## config.mk

```make
export PLATFORM = sky130hd
export DESIGN_NAME = prio_enc_seq
export DESIGN_NICKNAME = d
export VERILOG_FILES = /design/src/rtl/prio_enc_seq.sv
export SDC_FILE = /design/constraint.sdc
export NUM_CORES = 1
export LEC_CHECK = 0
export BUFFER_PORTS_ARGS = -buffer_cell sky130_fd_sc_hd__clkbuf_2
export CORE_AREA = 2 2 39 41
export DETAILED_ROUTE_END_ITERATION = 6
export DIE_AREA = 0 0 41 43
export HOLD_SLACK_MARGIN = 0.03
export PLACE_DENSITY = 0.61
export SYNTH_ARGS = -nofsm -noshare
export SYNTH_HDL_FRONTEND = slang
export SYNTH_SLANG_ARGS = --single-unit
```

## constraint.sdc

```tcl
create_clock -name clk -period 1.16 [get_ports clk]
set_input_delay 0 -clock clk [delete_from_list [all_inputs] [get_ports clk]]
set_output_delay 0 -clock clk [all_outputs]
set_load 0.02 [all_outputs]
```

## src/rtl/prio_enc_seq.sv

```systemverilog
// Sequential priority encoder: captures a request word and emits every asserted index, highest priority first.
// Latency: first index is valid the cycle after the load edge; one index per cycle while ready is high.
// Backpressure: with ready low, the pending word and y hold; load is ignored until the word is drained.
module prio_enc_seq #(
  parameter int N          = 4,
  parameter int ACTIVE_LOW = 1,
  parameter int LSB_FIRST  = 1,
  localparam int W         = (N > 1) ? $clog2(N) : 1
) (
  input  logic         clk,
  input  logic         rst,
  input  logic [N-1:0] w,
  input  logic         load,
  input  logic         ready,
  output logic [W-1:0] y,
  output logic         valid,
  output logic         busy,
  output logic         done,
  output logic         none
);

  typedef enum logic [0:0] {
    IDLE = 1'b0,
    SCAN = 1'b1
  } state_t;

  state_t       state_q, state_d;
  logic [N-1:0] pend_q, pend_d;
  logic         done_q, done_d;
  logic         none_q, none_d;

  logic [N-1:0] norm_w;
  logic [W-1:0] idx;

  // Pick the winning index of a request vector; the last match written wins,
  // so the scan direction is the reverse of the priority order.
  function automatic logic [W-1:0] prio_idx(input logic [N-1:0] v);
    logic [W-1:0] r;
    r = '0;
    if (LSB_FIRST != 0) begin
      for (int i = N - 1; i >= 0; i--) begin
        if (v[i]) r = W'(i);
      end
    end else begin
      for (int i = 0; i < N; i++) begin
        if (v[i]) r = W'(i);
      end
    end
    return r;
  endfunction

  // Normalise request polarity so pend always holds 1 = asserted.
  assign norm_w = (ACTIVE_LOW != 0) ? ~w : w;

  // Index is decoded from the register only, so y moves only on clock edges.
  assign idx   = prio_idx(pend_q);
  assign valid = (state_q == SCAN);
  assign busy  = (state_q == SCAN);
  assign y     = (state_q == SCAN) ? idx : '0;
  assign done  = done_q;
  assign none  = none_q;

  // Next-state: capture from IDLE, retire one index per accepted transfer in SCAN.
  always_comb begin
    state_d = state_q;
    pend_d  = pend_q;
    done_d  = 1'b0;
    none_d  = 1'b0;
    case (state_q)
      IDLE: begin
        if (load) begin
          if (|norm_w) begin
            pend_d  = norm_w;
            state_d = SCAN;
          end else begin
            none_d = 1'b1;
          end
        end
      end
      SCAN: begin
        // load is deliberately ignored here, even on the final transfer.
        if (ready) begin
          pend_d[idx] = 1'b0;
          if (pend_d == '0) begin
            state_d = IDLE;
            done_d  = 1'b1;
          end
        end
      end
      default: begin
        state_d = IDLE;
        pend_d  = '0;
      end
    endcase
  end

  // State and data registers; reset overrides everything and suppresses done.
  always_ff @(posedge clk) begin
    if (rst) begin
      state_q <= IDLE;
      pend_q  <= '0;
      done_q  <= 1'b0;
      none_q  <= 1'b0;
    end else begin
      state_q <= state_d;
      pend_q  <= pend_d;
      done_q  <= done_d;
      none_q  <= none_d;
    end
  end

endmodule

```

Yosys cells after proc, flatten, opt, wreduce, memory -nomap -nowiden:

Index checks and enable logic that the tools add are counted.

* flip-flop bits (word level): 7
* input port bits: 8
* logic and storage cells: 39

* magnitude comparators: 2
* eq/ne operators: 3
* muxes and demuxes: 18
* bitwise gates (word level): 6
* reductions and logical operators: 6

Operators by type and width (number)
* 4-bit two-way mux: 3
* 2-bit two-way mux: 5
* 4-bit NOT: 2
* 4-bit case mux with 2 select lines: 1
* 1-bit two-way mux: 7
* 2-bit inequality test, second input constant: 3
* 3-bit OR reduction: 2
* 4-bit bitwise AND: 1
* 4-bit zero test: 1
* 4-bit OR reduction: 1
* 2-bit by 3-bit less-than comparator with 1-bit output, second input constant: 1
* 1-bit NOT: 3
* 3-bit AND reduction: 1
* 1-bit demux with 2-bit select: 1
* 2-bit by 1-bit greater-or-equal comparator with 1-bit output, second input constant: 1
* 1-bit case mux with 2 select lines: 1
* 1-bit logical AND: 1

Longest topological paths before layout:

Gate-level depths: netlist of the first run.

* depth in word-level cells: 14
* gate-level depth with buffers: 4

Worst setup path after synthesis of the first run:

Ideal clock, no wire load.

* kind: register to output
* from: register state_q (netlist: busy)
* to: output port y[1]
* arrival: 1426 ps
* data required time: 1160 ps
* setup slack: -266 ps
* stages on the path, launching flop included: 3
* buffers on the path: 1
* cell sequence: dfxtp_1 buf_2 nor4b_1

* word-level cells in the longest chain between the ends: 1

RTL lines
* start, declared: line 27 `state_t state_q, state_d;`
* start signal, assigned: line 105 `state_q <= state_d;`
* 2-bit two-way mux: line 59 `assign y = (state_q == SCAN) ? idx : '0;`
* end, declared: line 15 `output logic [W-1:0] y,`

No other way between the ends.

Worst setup path after layout of the first run:

* from: register state_q (netlist: busy)
* to: register pend_q[1]

* word-level cells in the longest chain between the ends: 3

RTL lines
* 1-bit NOT
* 2-bit inequality test (no source line)
* 3-bit AND reduction (no source line)
* end signal, assigned: line 106 `pend_q <= pend_d;`
* end, declared: line 28 `logic [N-1:0] pend_q, pend_d;`

Parallel ways exist; a longest one is shown, timed or not.
A chain may end at the register's enable or synchronous reset.

==> run metrics, run 1 <==
first-pass GRT wire length=1500 um; Initial Util=0.274; R2R Setup Slk=0.05 ns; Routed WL per cell=11.7 um; Worst VDD drop=355 uV; count leader, synth=dfxtp_1; Initial DRC Count=5; CP max FO=6; CTS max path bufs=2; core area=1380 um^2; gp weighted congestion=0.779; most common library cells after synthesis=dfxtp_1, a21oi_1, nor2b_1; GRT Overall Usage=0.128; dpl hpwl=636 um; crit end category=flop; status=completed; WHS Path Cells=3; Worst Setup Slack post-DPL=0.0384 ns; Post-Syn Instances=44; Mapped Area=379 um^2; WP data arrival=1.30 ns; clock skew=0.00518 ns; total grt overflow=0; fin util=0.395; Mapped Nets=52; CTS buffer count=3; # clock sinks=7; endpoints failing hold=0; I/O Buffers=13; syn avg cell area=8.62 um^2; CTS root buffer=clkbuf_4; Reg clk slew, reported paths=0.05 ns; leading area contributor after synthesis=dfxtp_1; final setup fails=0; Hold Path End=done; P_leak=0.221 nW; GRT met3 Usage=0.0209; IO Pins=14; H-tree depth=1; Synth top area share=0.370; TritonCTS clock tree=built; nets=71; pwr dens=1190 nW/um^2; switching pwr=0.188 mW; RSZ-0062 raised after global routing=true; Flop pwr share=0.435; Pre-antenna DRT Iters=4; period utilization=0.955; combinational share of power=0.227; Die Wd=41 um; Die ar.=1760 um^2; share of layout cells above drive strength 1=0.484; busiest grt layer=met1; largest net degree at the start of global routing=10; max_cap viols=0; critical path type=flop to flop; internal power=0.464 mW; Vias/cell=5.14; synth unique cells=24; routed via count=401; ANT cells=0; Worst-Margin Slew=0.237 ns; clock share of power=0.337; ANT nets after route=0; met1 GRT Util=0.177; synthesis warning total=0; sequential share of the synthesized area=0.370; FMAX=0.903 GHz; P&R area growth vs syn=44.2%; Hold Path Class=primary input to flop; switching part of the total=0.288; Post-synth EDFFs=0; r2r worst-path depth=4; DP Area=463 um^2; clock latency on the worst-skew pair=0.25 ns; Design Power=0.652 mW; CP startpoint=busy; final WL=909 um; async set-reset flop share out of synthesis=0; Min Hold Slack=0.0594 ns; initial antenna violation count=0; met2 Use GR=0.150; Post-synth top flop=dfxtp_1; Pins Over Slew Limit=0; cell row count=14; Max-slew headroom=0.841; Final min period=1.11 ns; Finished Cell Area=547 um^2; Yosys reg bits=7; R2R Path End=pend_q[1]; vias in the first global route=358; reg2reg start=busy; Critical Path Source Type=flop; Final WS setup=0.0526 ns; ranking of synthesized cells by area=dfxtp_1, nor2b_1, a21oi_1, a22o_4, a311oi_1; Req. time, crit path=1.35 ns; drc violations=0; critical hold path startpoint=ready; die extent in y=43 um
-- through the flow --
step,setup TNS (ns),std cells
6_report,0,78
3_5_place_dp,0,71
5_1_grt,-0.0685,78
4_1_cts,0,78
2_1_floorplan,0,44
3_3_place_gp,0,71
-- cells in the final DEF, fill, tap and decap left out, types with 2 or more instances in the layout --
cell            n
o21ai_0         2
buf_4           3
nand2b_1        2
dlygate4sd3_1   2
a21oi_1         3
nor2b_1         3
a211oi_1        2
a311oi_1        2
nor2_1          3
clkbuf_2       11
clkbuf_4        3
dfxtp_1         2
nand2_1         3
dfxtp_2         4
-- area by class of cell --
| class | count | area [um^2] |
|---|---|---|
| clock buffers | 4 | 26.3 |
| flip-flops and latches | 7 | 149 |
| fillers | 151 | 837 |
| repair buffers | 17 | 103 |
| inverters | 1 | 3.75 |
| multi-input cells | 33 | 245 |
| well taps | 16 | 20.0 |
-- worst max path at each step --
stage                     end  slack, ns  cells past startpoint
floorplan           pend_q[1]       0.02                      3
global placement    pend_q[1]       0.06                      3
detailed placement  pend_q[1]       0.04                      3
CTS                      y[1]       0.01                      3
global route        pend_q[1]      -0.02                      4
finish              pend_q[1]       0.05                      4
-- power by group through the flow --
| stage | Clock, mW | Combinational (mW) | Sequential [mW] |
|---|---|---|---|
| floorplan | 0 | 0.0930 | 0.285 |
| global placement | 0 | 0.125 | 0.285 |
| detailed placement | 0 | 0.127 | 0.286 |
| CTS | 0.233 | 0.139 | 0.280 |
| global route | 0.247 | 0.163 | 0.289 |
| finish | 0.220 | 0.148 | 0.284 |
-- cell families after synthesis --
logic type / count (synthesis) / share of synthesized area
mux: 1 / 0.0396
flops: 7 / 0.370
simple gates: 18 / 0.261
buf+inv: 4 / 0.0528
compound gates: 14 / 0.277
-- critical path, cell delays in order, from the launching register on --
cell and delay [ns]:
dfxtp_4 0.36, buf_4 0.14, or2_2 0.30, a21oi_2 0.12, mux2_4 0.14
-- sequential cells by signal, summed over array words and instances, names as in the netlist --
register  cells
none          1
busy          1
done          1
pend_q        4
-- metal layers --
layer	routed length, um	vias to the layer above	share of wire
met5	0	-	0
met4	14	0	0.015
met3	38	2	0.042
met2	450	11	0.50
met1	406	187	0.45
li1	-	201	-
-- timing repair --
item | CTS | global route
hold buffers | 2 | 0
pin swaps | 0 | 1
endpoints found under the setup margin | 2 | 6
endpoints found under the hold margin | 2 | 0
gates resized for setup | 4 | 8
setup buffers | 1 | 0
(Power assumes the default switching activity.)
==> inputs of run 2 (changes only) <==
- CTS_CLUSTER_DIAMETER: unset -> 100
- PLACE_DENSITY: 0.61 -> 0.59
- clock period: 1.16 -> 1.3 ns (I/O delays scaled with it)
==> run metrics, run 2 (synthesis results as in run 1) <==
CP delay by family, top=buffers and inverters; internal power=0.407 mW; register area=140 um^2; most frequent cells in the layout=clkbuf_2, dfxtp_1, a21oi_1, nor2b_1; WP buf/inv=2; WP data arrival=1.38 ns; Critical Path Source Type=primary input; Hold Path Class=primary input to flop; final WL=846 um; nets=71; critical path type=primary input to flop; CTS root buffer=clkbuf_4; r2r worst-path depth=3; Vias/cell=4.82; gp weighted congestion=0.741; Finished Cell Area=515 um^2; first-pass GRT wire length=1390 um; Max-slew headroom=0.814; switching part of the total=0.287; Routed WL per cell=10.8 um; Fillers=147; Reg clk slew, reported paths=0.06 ns; ANT nets after route=0; max_cap viols=0; largest net degree at the start of global routing=10; cell row count=14; Pins Over Slew Limit=0; endpoints failing hold=0; initial antenna violation count=0; hold_buf cts=2; RSZ-0062 raised after global routing=false; TNS Setup=0 ns; period utilization=0.949; crit end category=flop; R2R Setup Slk=0.15 ns; CP startpoint=w[0]; Worst VDD drop=432 uV; die extent in y=43 um; I/O Buffers=13; H-tree depth=1; # clock sinks=7; pwr dens=1110 nW/um^2; GRT Overall Usage=0.119; Largest Register=pend_q; CTS buffer count=3; P&R area growth vs syn=36.0%; drc violations=0; combinational share of power=0.214; ANT cells=0; clock skew=0.00607 ns; Worst Setup Slack post-DPL=0.148 ns; Pre-antenna DRT Iters=4; critical hold path startpoint=ready; clock latency on the worst-skew pair=0.25 ns; reg2reg start=busy; most common cell after layout, fill and taps aside=clkbuf_2; CP endpoint=pend_q[1]; Setup Buffers After CTS=0; clock share of power=0.352; Worst-Margin Slew=0.279 ns; dpl hpwl=655 um; slowest CP cell=dlygate4sd3_1; Initial DRC Count=2; area of the multi-input gates=225 um^2; Die Wd=41 um; core area=1380 um^2; crit path cell chain=dlygate4sd3_1 > clkbuf_2 > nand4_1 > a22o_4 > mux2_4; share of layout cells above drive strength 1=0.355; IO Pins=14; CP peak stage delay=0.53 ns; Largest register FFs=4; routed via count=376; Final min period=1.23 ns; Final WS setup=0.0668 ns; Flop pwr share=0.434; cts repair resizes=0; vias in the first global route=352; Initial Util=0.274; FMAX=0.811 GHz; CTS max path bufs=2; TritonCTS clock tree=built; P_leak=0.212 nW; final setup fails=0; Req. time, crit path=1.44 ns; Critical Path Stages=5; switching pwr=0.164 mW; R2R Path End=pend_q[1]; Die ar.=1760 um^2; DP Area=469 um^2; status=completed; CP max FO=4; total grt overflow=0
[run 2: changes by cell type in the layout (fill, tap and decap cells not counted), sizes merged]
cell	previous run	this run
buf	4	2
clkbuf	15	17
[run 2: metal layers]
| layer | wire, um | part of all wire | vias to the layer above | track usage |
|---|---|---|---|---|
| li1 | - | - | 200 | - |
| met1 | 371 | 0.44 | 165 | 0.138 |
| met2 | 432 | 0.51 | 9 | 0.172 |
| met3 | 32 | 0.038 | 2 | 0.0314 |
| met4 | 10 | 0.012 | 0 | 0.100 |
| met5 | 0 | 0 | - | 0 |
[run 2: how the worst min path moves through the flow]
stage	end	slack, ns	depth (start not counted)
5_1_grt	none	0.08	3
3_5_place_dp	pend_q[0]	0.25	2
2_1_floorplan	pend_q[0]	0.12	1
3_3_place_gp	pend_q[0]	0.25	2
6_report	done	0.06	3
4_1_cts	done	0.05	3
[run 2: cell type report]
type	count	area share
Inverter	1	0.00728
Timing Repair Buffer	17	0.194
Multi-Input combinational cell	33	0.437
Tap cell	16	0.0388
Sequential cell	7	0.272
Clock buffer	4	0.0510
[run 2: metrics by stage]
step | total power [mW] | utilization | cells | hold WS (ns)
after CTS | 0.582 | 0.373 | 78 | 0.0538
final | 0.571 | 0.373 | 78 | 0.0581
after detailed placement | 0.371 | 0.339 | 72 | 0.249
after global placement | 0.371 | 0.339 | 72 | 0.247
after floorplan | 0.332 | - | 44 | 0.118
after global routing | 0.607 | 0.373 | 78 | 0.0836
[run 2: worst reg2reg max path: stages (launching register included)]
cell,delay [ns]
dfxtp_1,0.34
buf_4,0.15
a22o_4,0.26
mux2_4,0.29
[run 2: power by group through the flow]
stage / clock network [mW] / registers (mW) / logic [mW]
2_1_floorplan: 0 / 0.253 / 0.0795
3_3_place_gp: 0 / 0.251 / 0.119
3_5_place_dp: 0 / 0.253 / 0.118
4_1_cts: 0.211 / 0.248 / 0.123
5_1_grt: 0.218 / 0.251 / 0.137
6_report: 0.201 / 0.248 / 0.122
==> inputs of run 3 (changes only) <==
- MAX_ROUTING_LAYER: unset -> met4
==> run metrics, run 3 (synthesis results as in run 1) <==
IO Pins=14; vias in the first global route=351; GRT Overall Usage=0.122; Critical Path Source Type=primary input; CTS max path bufs=2; Worst-Margin Slew=0.289 ns; gp weighted congestion=0.750; CTS buffer count=3; Setup Buffers After CTS=0; core area=1380 um^2; total grt overflow=0; cts repair resizes=0; routed via count=393; clock latency on the worst-skew pair=0.25 ns; largest net degree at the start of global routing=10; Req. time, crit path=1.44 ns; CP max FO=4; RSZ-0062 raised after global routing=false; ANT cells=0; placed insts=72; final setup fails=0; Largest register FFs=4; Hold Path Class=primary input to flop; pwr dens=1110 nW/um^2; Routed WL per cell=10.9 um; Pins Over Slew Limit=0; drc violations=0; Final min period=1.24 ns; max_cap viols=0; Die ar.=1760 um^2; ANT nets after route=0; Vias/cell=5.04; clock skew=0.00489 ns; dpl hpwl=655 um; FMAX=0.807 GHz; P&R area growth vs syn=36.0%; nets=71; Worst VDD drop=434 uV; CTS root buffer=clkbuf_4; Reg clk slew, reported paths=0.06 ns; Largest Register=pend_q; critical path type=primary input to flop; status=completed; share of layout cells above drive strength 1=0.355; Initial DRC Count=7; most common cell after layout, fill and taps aside=clkbuf_2; die extent in y=43 um; cell row count=14; Initial Util=0.274; crit end category=flop; Die Wd=41 um; Pre-antenna DRT Iters=5; P_leak=0.212 nW; H-tree depth=1; hold_buf cts=2; Max-slew headroom=0.807; TritonCTS clock tree=built; initial antenna violation count=0; # clock sinks=7; Fillers=147; period utilization=0.953; WP data arrival=1.38 ns; final WL=854 um; TNS Setup=0 ns; first-pass GRT wire length=1390 um; endpoints failing hold=0; Final Non-Filler Cells=78; most frequent cells in the layout=clkbuf_2, dfxtp_1, a21oi_1, nor2b_1; I/O Buffers=13
[run 3: cell counts in the layout (fill, tap and decap cells not counted)]
No cell type changed its count.
[run 3: worst paths after layout]
kind / slack [ns] / cells after the start / end / from
max: 0.06 / 5 / pend_q[1] / w[0]
min: 0.06 / 3 / done / ready
max reg2reg: 0.15 / 3 / pend_q[1] / busy
min reg2reg: 0.57 / 2 / pend_q[3] / pend_q[3]
[run 3: through the flow]
stage | util | total power [mW] | area, um^2 | setup WS [ns] | hold WS [ns]
CTS | 0.373 | 0.582 | 515 | 0.0807 | 0.0538
floorplan | - | 0.332 | 385 | 0.0597 | 0.118
global placement | 0.339 | 0.371 | 469 | 0.167 | 0.247
detailed placement | 0.339 | 0.371 | 469 | 0.148 | 0.249
finish | 0.373 | 0.571 | 515 | 0.0614 | 0.0584
global route | 0.373 | 0.607 | 515 | 0.0215 | 0.0836
[run 3: final cells by class]
| class | instances | area, um^2 | area share |
|---|---|---|---|
| clock buffers | 4 | 26.3 | 0.0510 |
| flip-flops and latches | 7 | 140 | 0.272 |
| well taps | 16 | 20.0 | 0.0388 |
| multi-input cells | 33 | 225 | 0.437 |
| repair buffers | 17 | 100 | 0.194 |
| inverters | 1 | 3.75 | 0.00728 |
[run 3: power breakdown]
part | total (mW) | internal [mW] | switching [mW]
registers | 0.248 | 0.228 | 0.0203
logic | 0.122 | 0.0621 | 0.0603
clock network | 0.200 | 0.117 | 0.0831
[run 3: per-layer routing]
layer,vias up,track usage,share of wire
li1,200,-,-
met1,174,0.138,0.43
met2,17,0.172,0.50
met3,2,0.0314,0.057
met4,0,0.100,0.016
met5,-,-,0
[run 3: critical path, stage by stage]
cell           delay [ns]
dlygate4sd3_1        0.53
clkbuf_2             0.12
nand4_1              0.16
a22o_4               0.28
mux2_4               0.29
